--- src/rtl/ram_2port_arbiter_pkg.sv ---
// Shared definitions for the two-requester RAM arbiter: requester IDs and the
// read-return tag that follows each accepted read down the pipeline.
package ram_2port_arbiter_pkg;

    typedef enum logic {
        REQ_A = 1'b0,
        REQ_B = 1'b1
    } req_id_e;

    typedef struct packed {
        logic    valid;
        req_id_e owner;
    } rd_tag_t;

    localparam int unsigned TAG_W = $bits(rd_tag_t);

endpackage

--- src/rtl/ram_2port_arbiter_if.sv ---
// One requester's write and read channels; the arbiter connects through the slave
// modport and the requester through the master modport.
interface ram_2port_arbiter_if #(
    parameter int WIDTH = 8,
    parameter int DEPTH = 4
);
    localparam int AW = $clog2(DEPTH);

    logic             Wr_Req;
    logic [AW-1:0]    Wr_Addr;
    logic [WIDTH-1:0] Wr_Data;
    logic             Wr_Gnt;
    logic             Rd_Req;
    logic [AW-1:0]    Rd_Addr;
    logic             Rd_Gnt;
    logic             Rd_DV;
    logic [WIDTH-1:0] Rd_Data;

    modport master (
        output Wr_Req, Wr_Addr, Wr_Data, Rd_Req, Rd_Addr,
        input  Wr_Gnt, Rd_Gnt, Rd_DV, Rd_Data
    );

    modport slave (
        input  Wr_Req, Wr_Addr, Wr_Data, Rd_Req, Rd_Addr,
        output Wr_Gnt, Rd_Gnt, Rd_DV, Rd_Data
    );

endinterface

--- src/rtl/RAM_2Port.sv ---
// Simple dual-port RAM: registered read with a data-valid pulse, no reset on the
// storage or read path.
module RAM_2Port #(
    parameter int WIDTH = 16,
    parameter int DEPTH = 256
) (
    input  logic                     i_Wr_Clk,
    input  logic [$clog2(DEPTH)-1:0] i_Wr_Addr,
    input  logic                     i_Wr_DV,
    input  logic [WIDTH-1:0]         i_Wr_Data,
    input  logic                     i_Rd_Clk,
    input  logic [$clog2(DEPTH)-1:0] i_Rd_Addr,
    input  logic                     i_Rd_En,
    output logic                     o_Rd_DV,
    output logic [WIDTH-1:0]         o_Rd_Data
);

    logic [WIDTH-1:0] r_Mem [DEPTH];

    always_ff @(posedge i_Wr_Clk) begin
        if (i_Wr_DV) begin
            r_Mem[i_Wr_Addr] <= i_Wr_Data;
        end
    end

    always_ff @(posedge i_Rd_Clk) begin
        o_Rd_Data <= r_Mem[i_Rd_Addr];
        o_Rd_DV   <= i_Rd_En;
    end

endmodule

--- src/rtl/ram_2port_arbiter_rr_arb2.sv ---
// Two-input round-robin arbiter; the pointer remembers the last winner so the
// other requester wins the next contention.
module rr_arb2
    import ram_2port_arbiter_pkg::*;
(
    input  logic       clk_i,
    input  logic       rst_ni,
    input  logic [1:0] req_i,
    output logic [1:0] gnt_o
);

    req_id_e last_q, last_d;

    always_comb begin
        gnt_o  = '0;
        last_d = last_q;
        if (req_i[REQ_A] && (!req_i[REQ_B] || last_q == REQ_B)) begin
            gnt_o[REQ_A] = 1'b1;
            last_d       = REQ_A;
        end else if (req_i[REQ_B]) begin
            gnt_o[REQ_B] = 1'b1;
            last_d       = REQ_B;
        end
    end

    // Reset to B so A wins the first contention.
    always_ff @(posedge clk_i or negedge rst_ni) begin
        if (!rst_ni) begin
            last_q <= REQ_B;
        end else begin
            last_q <= last_d;
        end
    end

endmodule

--- src/rtl/ram_2port_arbiter.sv ---
// Shares one RAM_2Port between requesters A and B with independent round-robin
// write and read channels; read data is routed back by a two-stage owner tag.
module ram_2port_arbiter
    import ram_2port_arbiter_pkg::*;
#(
    parameter int WIDTH = 8,
    parameter int DEPTH = 4
) (
    input  logic                i_Clk,
    input  logic                i_Rst_L,
    ram_2port_arbiter_if.slave  A,
    ram_2port_arbiter_if.slave  B
);

    localparam int AW = $clog2(DEPTH);

    logic [1:0]       wr_gnt, rd_gnt;
    logic             wr_dv_q, wr_dv_d;
    logic [AW-1:0]    wr_addr_q, wr_addr_d;
    logic [WIDTH-1:0] wr_data_q, wr_data_d;
    logic             rd_en_q, rd_en_d;
    logic [AW-1:0]    rd_addr_q, rd_addr_d;
    rd_tag_t          tag1_q, tag1_d, tag2_q;
    logic             ram_dv;
    logic [WIDTH-1:0] ram_data;

    rr_arb2 u_wr_arb (
        .clk_i  (i_Clk),
        .rst_ni (i_Rst_L),
        .req_i  ({B.Wr_Req, A.Wr_Req}),
        .gnt_o  (wr_gnt)
    );

    rr_arb2 u_rd_arb (
        .clk_i  (i_Clk),
        .rst_ni (i_Rst_L),
        .req_i  ({B.Rd_Req, A.Rd_Req}),
        .gnt_o  (rd_gnt)
    );

    assign A.Wr_Gnt = wr_gnt[REQ_A];
    assign B.Wr_Gnt = wr_gnt[REQ_B];
    assign A.Rd_Gnt = rd_gnt[REQ_A];
    assign B.Rd_Gnt = rd_gnt[REQ_B];

    always_comb begin
        wr_dv_d      = |wr_gnt;
        wr_addr_d    = wr_gnt[REQ_B] ? B.Wr_Addr : A.Wr_Addr;
        wr_data_d    = wr_gnt[REQ_B] ? B.Wr_Data : A.Wr_Data;
        rd_en_d      = |rd_gnt;
        rd_addr_d    = rd_gnt[REQ_B] ? B.Rd_Addr : A.Rd_Addr;
        tag1_d.valid = |rd_gnt;
        tag1_d.owner = rd_gnt[REQ_B] ? REQ_B : REQ_A;
    end

    always_ff @(posedge i_Clk or negedge i_Rst_L) begin
        if (!i_Rst_L) begin
            wr_dv_q   <= 1'b0;
            wr_addr_q <= '0;
            wr_data_q <= '0;
            rd_en_q   <= 1'b0;
            rd_addr_q <= '0;
            tag1_q    <= '0;
            tag2_q    <= '0;
        end else begin
            wr_dv_q   <= wr_dv_d;
            wr_addr_q <= wr_addr_d;
            wr_data_q <= wr_data_d;
            rd_en_q   <= rd_en_d;
            rd_addr_q <= rd_addr_d;
            tag1_q    <= tag1_d;
            tag2_q    <= tag1_q;
        end
    end

    RAM_2Port #(
        .WIDTH (WIDTH),
        .DEPTH (DEPTH)
    ) u_ram (
        .i_Wr_Clk  (i_Clk),
        .i_Wr_Addr (wr_addr_q),
        .i_Wr_DV   (wr_dv_q),
        .i_Wr_Data (wr_data_q),
        .i_Rd_Clk  (i_Clk),
        .i_Rd_Addr (rd_addr_q),
        .i_Rd_En   (rd_en_q),
        .o_Rd_DV   (ram_dv),
        .o_Rd_Data (ram_data)
    );

    // The RAM is not reset, so the registered tag qualifies its valid and data.
    assign A.Rd_DV   = tag2_q.valid && (tag2_q.owner == REQ_A) && ram_dv;
    assign B.Rd_DV   = tag2_q.valid && (tag2_q.owner == REQ_B) && ram_dv;
    assign A.Rd_Data = A.Rd_DV ? ram_data : '0;
    assign B.Rd_Data = B.Rd_DV ? ram_data : '0;

endmodule

--- src/flat_wrapper.sv ---
// flat-port wrapper written by rule: the top's interface ports become plain ports
module ram_2port_arbiter_flat import ram_2port_arbiter_pkg::*;
#(
    parameter int WIDTH = 8,
    parameter int DEPTH = 4
)
  (i_Clk, i_Rst_L, A_Wr_Req, A_Wr_Addr, A_Wr_Data, A_Rd_Req, A_Rd_Addr, A_Wr_Gnt, A_Rd_Gnt, A_Rd_DV, A_Rd_Data, B_Wr_Req, B_Wr_Addr, B_Wr_Data, B_Rd_Req, B_Rd_Addr, B_Wr_Gnt, B_Rd_Gnt, B_Rd_DV, B_Rd_Data);
  ram_2port_arbiter_if #(.WIDTH(WIDTH), .DEPTH(DEPTH)) A_i ();
  ram_2port_arbiter_if #(.WIDTH(WIDTH), .DEPTH(DEPTH)) B_i ();
  input  logic i_Clk;
  input  logic i_Rst_L;
  input wire logic [$bits(A_i.Wr_Req)-1:0] A_Wr_Req;
  input wire logic [$bits(A_i.Wr_Addr)-1:0] A_Wr_Addr;
  input wire logic [$bits(A_i.Wr_Data)-1:0] A_Wr_Data;
  input wire logic [$bits(A_i.Rd_Req)-1:0] A_Rd_Req;
  input wire logic [$bits(A_i.Rd_Addr)-1:0] A_Rd_Addr;
  output wire logic [$bits(A_i.Wr_Gnt)-1:0] A_Wr_Gnt;
  output wire logic [$bits(A_i.Rd_Gnt)-1:0] A_Rd_Gnt;
  output wire logic [$bits(A_i.Rd_DV)-1:0] A_Rd_DV;
  output wire logic [$bits(A_i.Rd_Data)-1:0] A_Rd_Data;
  input wire logic [$bits(B_i.Wr_Req)-1:0] B_Wr_Req;
  input wire logic [$bits(B_i.Wr_Addr)-1:0] B_Wr_Addr;
  input wire logic [$bits(B_i.Wr_Data)-1:0] B_Wr_Data;
  input wire logic [$bits(B_i.Rd_Req)-1:0] B_Rd_Req;
  input wire logic [$bits(B_i.Rd_Addr)-1:0] B_Rd_Addr;
  output wire logic [$bits(B_i.Wr_Gnt)-1:0] B_Wr_Gnt;
  output wire logic [$bits(B_i.Rd_Gnt)-1:0] B_Rd_Gnt;
  output wire logic [$bits(B_i.Rd_DV)-1:0] B_Rd_DV;
  output wire logic [$bits(B_i.Rd_Data)-1:0] B_Rd_Data;
  assign A_i.Wr_Req = A_Wr_Req;
  assign A_i.Wr_Addr = A_Wr_Addr;
  assign A_i.Wr_Data = A_Wr_Data;
  assign A_i.Rd_Req = A_Rd_Req;
  assign A_i.Rd_Addr = A_Rd_Addr;
  assign A_Wr_Gnt = A_i.Wr_Gnt;
  assign A_Rd_Gnt = A_i.Rd_Gnt;
  assign A_Rd_DV = A_i.Rd_DV;
  assign A_Rd_Data = A_i.Rd_Data;
  assign B_i.Wr_Req = B_Wr_Req;
  assign B_i.Wr_Addr = B_Wr_Addr;
  assign B_i.Wr_Data = B_Wr_Data;
  assign B_i.Rd_Req = B_Rd_Req;
  assign B_i.Rd_Addr = B_Rd_Addr;
  assign B_Wr_Gnt = B_i.Wr_Gnt;
  assign B_Rd_Gnt = B_i.Rd_Gnt;
  assign B_Rd_DV = B_i.Rd_DV;
  assign B_Rd_Data = B_i.Rd_Data;
  ram_2port_arbiter #(.WIDTH(WIDTH), .DEPTH(DEPTH)) u_core (.i_Clk(i_Clk), .i_Rst_L(i_Rst_L), .A(A_i), .B(B_i));
endmodule
--- config.mk ---
export PLATFORM = sky130hd
export DESIGN_NAME = ram_2port_arbiter_flat
export DESIGN_NICKNAME = d
export VERILOG_FILES = /design/src/rtl/ram_2port_arbiter_pkg.sv /design/src/rtl/ram_2port_arbiter_if.sv /design/src/rtl/RAM_2Port.sv /design/src/rtl/ram_2port_arbiter_rr_arb2.sv /design/src/rtl/ram_2port_arbiter.sv /design/src/flat_wrapper.sv
export SDC_FILE = /design/constraint.sdc
export NUM_CORES = 1
export LEC_CHECK = 0
export ABC_AREA = 1
export CAP_MARGIN = 30
export CORE_ASPECT_RATIO = 1.75
export CORE_MARGIN = 10
export CORE_UTILIZATION = 50
export DETAILED_ROUTE_END_ITERATION = 12
export GPL_ROUTABILITY_DRIVEN = 1
export PLACE_DENSITY = 0.81
export SYNTH_ARGS = -nofsm -noshare
export SYNTH_HDL_FRONTEND = slang
export SYNTH_SLANG_ARGS = --single-unit
--- constraint.sdc ---
create_clock -name i_Clk -period 1.7 [get_ports i_Clk]
set_input_delay 0.51 -clock i_Clk [delete_from_list [all_inputs] [get_ports i_Clk]]
set_output_delay 0.51 -clock i_Clk [all_outputs]
set_load 0.02 [all_outputs]
==> flow_summary.json <==
{
  "status": "finished with violations",
  "violations": "setup timing",
  "core-area_mm2": 0.00462,
  "h-tree-depth": 3,
  "post-place-ws_ns": -0.679,
  "rsz0062_at_grt": "yes",
  "slew-limit-headroom_pct": 40.9,
  "synth_seq_cells": 60,
  "slew_viol_final": 0,
  "grt_overflow": 0,
  "gp_congestion": 0.730,
  "maxCapViolations": 0,
  "crit_slowest_cell": "dfrtp_1",
  "drc_errors": 0,
  "port_buffers": 51,
  "syn-cell-area_mm2": 0.00237,
  "wirelength_mm": 4.59,
  "drtIter0Drc": 46,
  "fmax_ghz": 0.561,
  "worstPathCellList": "buf_6, nand3_2, buf_4, nor2_1, buf_4",
  "synthCells": 234,
  "worst_setup_path_start_kind": "flip-flop",
  "fill_cells": 313,
  "antenna_found_initial": 0,
  "period_minus_slack_ns": 1.78,
  "synth_top_cells_by_area": "edfxtp_1, dfrtp_1, nand2_1",
  "worstHoldPathType": "reg2reg",
  "die_y_um": 111,
  "slowest_delay_ns": 0.38,
  "worst_pin_slew_ns": 0.887,
  "synth_fa_ha_area_share_pct": 0,
  "die-area_mm2": 0.00801,
  "yosys.area_share.simple_pct": 21.0,
  "grt_pass1_vias": 1768,
  "final_cell_area_mm2": 0.00336,
  "clockBufferDepth": 2,
  "hold_slack_ns": 0.364,
  "cts_tree": "yes",
  "synth_top_family_by_area": "simple AND/OR/NAND/NOR gates",
  "netlist.area_leader.share_pct": 40.5,
  "fin_ws_ns": -0.0819,
  "die_w_um": 72.1,
  "totalNegativeSetupSlack_ns": -0.976,
  "setup_viol_count_final": 20,
  "critPathBufInv": 3,
  "power.leakage_nw": 1.58,
  "clockRootBuffer": "clkbuf_8",
  "skew_ns": 0.00531,
  "start_util_pct": 51.3,
  "avgRoutedWirePerCell_um": 12.4,
  "postCtsHoldBufs": 0,
  "fin_util_pct": 72.7,
  "cp-end-kind": "primary output",
  "hold_viol": 0,
  "vias": 1708,
  "synth_compound_area_share_pct": 2.95,
  "dp_hpwl_mm": 3.24,
  "ir_drop_v": 0.000790,
  "synth_mux_area_share_pct": 0,
  "firstDrtPassIters": 6,
  "power.density_mw_per_mm2": 1100,
  "syn_nets": 264,
  "antenna_left": 0,
  "pin_count": 52,
  "hp-start": "u_core.tag1_q[0]",
  "yosysTopAreaCell": "edfxtp_1",
  "path_common_cell": "buf_4",
  "critPathRequiredTime_ns": 1.19,
  "via_per_inst": 4.63,
  "numCtsBuffers": 9,
  "fin_nets": 342,
  "path_delay_family": "buffers and inverters",
  "clock_sinks": 60,
  "timing.rr.start": "u_core.u_rd_arb.last_q",
  "rows": 33,
  "path_class": "reg2out",
  "synth-xor-area-share_pct": 0,
  "placed_cell_area_mm2": 0.00302,
  "crit_start": "u_core.tag2_q[1]",
  "grt_max_degree": 33,
  "drive_above_1_share_pct": 26.5,
  "clkLatencyLatePin_ns": 0.32,
  "clkTransAtPathRegs_ns": 0.06,
  "seq_area_frac_synth_pct": 68.2,
  "cp.arrival_ns": 1.27,
  "grt_pass1_wl_mm": 7.60,
  "areaGrowthSynthToFinish_pct": 41.6,
  "ys_warn_count": 0,
  "avgSynthCellArea_um2": 10.1,
  "ys_types": 20,
  "cp_max_fo": 2,
  "grt_use_total_pct": 11.9,
  "diodes": 0,
  "min_period_over_period_pct": 105
}
==> flip-flops by register name, summed over array words and instances, names as in the netlist, 2 cells and up <==
signal and count:
u_core.u_ram.r_Mem 32, u_core.tag2_q 2, u_core.wr_addr_q 2, u_core.u_ram.o_Rd_Data 8
u_core.wr_data_q 8, u_core.rd_addr_q 2
==> cell usage after synthesis <==
master     n
edfxtp_1  32
buf_4      1
nor2_1    31
dfstp_2    2
buf_6      3
a21o_1     2
a21boi_2   2
or2_2      2
a21oi_1    2
dfrtp_1   17
or2_0      6
inv_1     35
buf_2      2
dfxtp_1    9
nand2_1   71
a21oi_2    2
nor3_1     4
o21ai_0    1
nand3_1    9
inv_2      1
==> logic make-up (layout without fill, tap and decap cells) <==
logic type      count (synthesis)  count (layout)
simple gates                  123             123
flops                          60              60
buf+inv                        42             125
compound gates                  9               9
==> placed cells by master (no fill, tap or decap), types with 3 or more instances in the layout <==
cell,instances
buf_4,28
buf_6,16
clkbuf_8,11
clkdlybuf4s50_1,25
dfrtp_1,17
dfxtp_1,9
dlygate4sd2_1,4
edfxtp_1,32
inv_1,32
inv_2,3
nand2_1,70
nand3_1,8
nor2_1,20
nor2_2,7
nor2_4,4
nor3_1,4
or2_0,6
==> layer usage <==
layer | vias to the layer above | GRT usage, % | part of all wire [%]
met5 | - | 0 | 0
met4 | 0 | 8.17 | 3.3
met3 | 12 | 4.84 | 7.5
met2 | 56 | 21.1 | 56
met1 | 764 | 10.1 | 34
li1 | 876 | - | -
==> what timing repair did <==
action                                  4_1_cts  5_1_grt
gates resized for setup                     113       39
setup buffers                                 4        2
pin swaps                                     1        2
endpoints found under the setup margin       22       22
gates cloned                                  0        0
==> stage by stage <==
stage               total power [mW]  std cells
floorplan                       2.03        234
global placement                2.26        347
detailed placement              2.28        347
CTS                             3.67        367
global route                    3.87        369
finish                          3.71        369
==> where the power goes <==
group / leakage (nW) / total [mW] / internal, mW / switching, mW
combinational: 0.869 / 0.553 / 0.264 / 0.289
sequential: 0.595 / 1.76 / 1.68 / 0.0717
clock: 0.117 / 1.40 / 0.895 / 0.502
==> layout make-up <==
cell class,instances,area (µm²),area share [%]
sequential,60,1620,48.2
multi-input combinational,132,638,19.0
timing repair buffer,73,676,20.1
inverter,36,138,4.10
clock buffer,11,151,4.50
tap,52,65.1,1.94
clock inverter,5,73.8,2.20
==> path summary, 6_finish.rpt <==
path | end | slack [ns] | depth (start not counted)
max in group asynchronous | u_core.u_wr_arb.last_q | 0.92 | 2
worst min-delay path | u_core.tag2_q[0] | 0.36 | 0
worst max register to register | u_core.rd_addr_q[1] | 0.28 | 8
worst max-delay path | B_Rd_Data[7] | -0.08 | 5
worst min register to register | u_core.tag2_q[0] | 0.36 | 0
min in group asynchronous | u_core.tag1_q[0] | 0.52 | 2
Power figures use the tool's default switching activity.
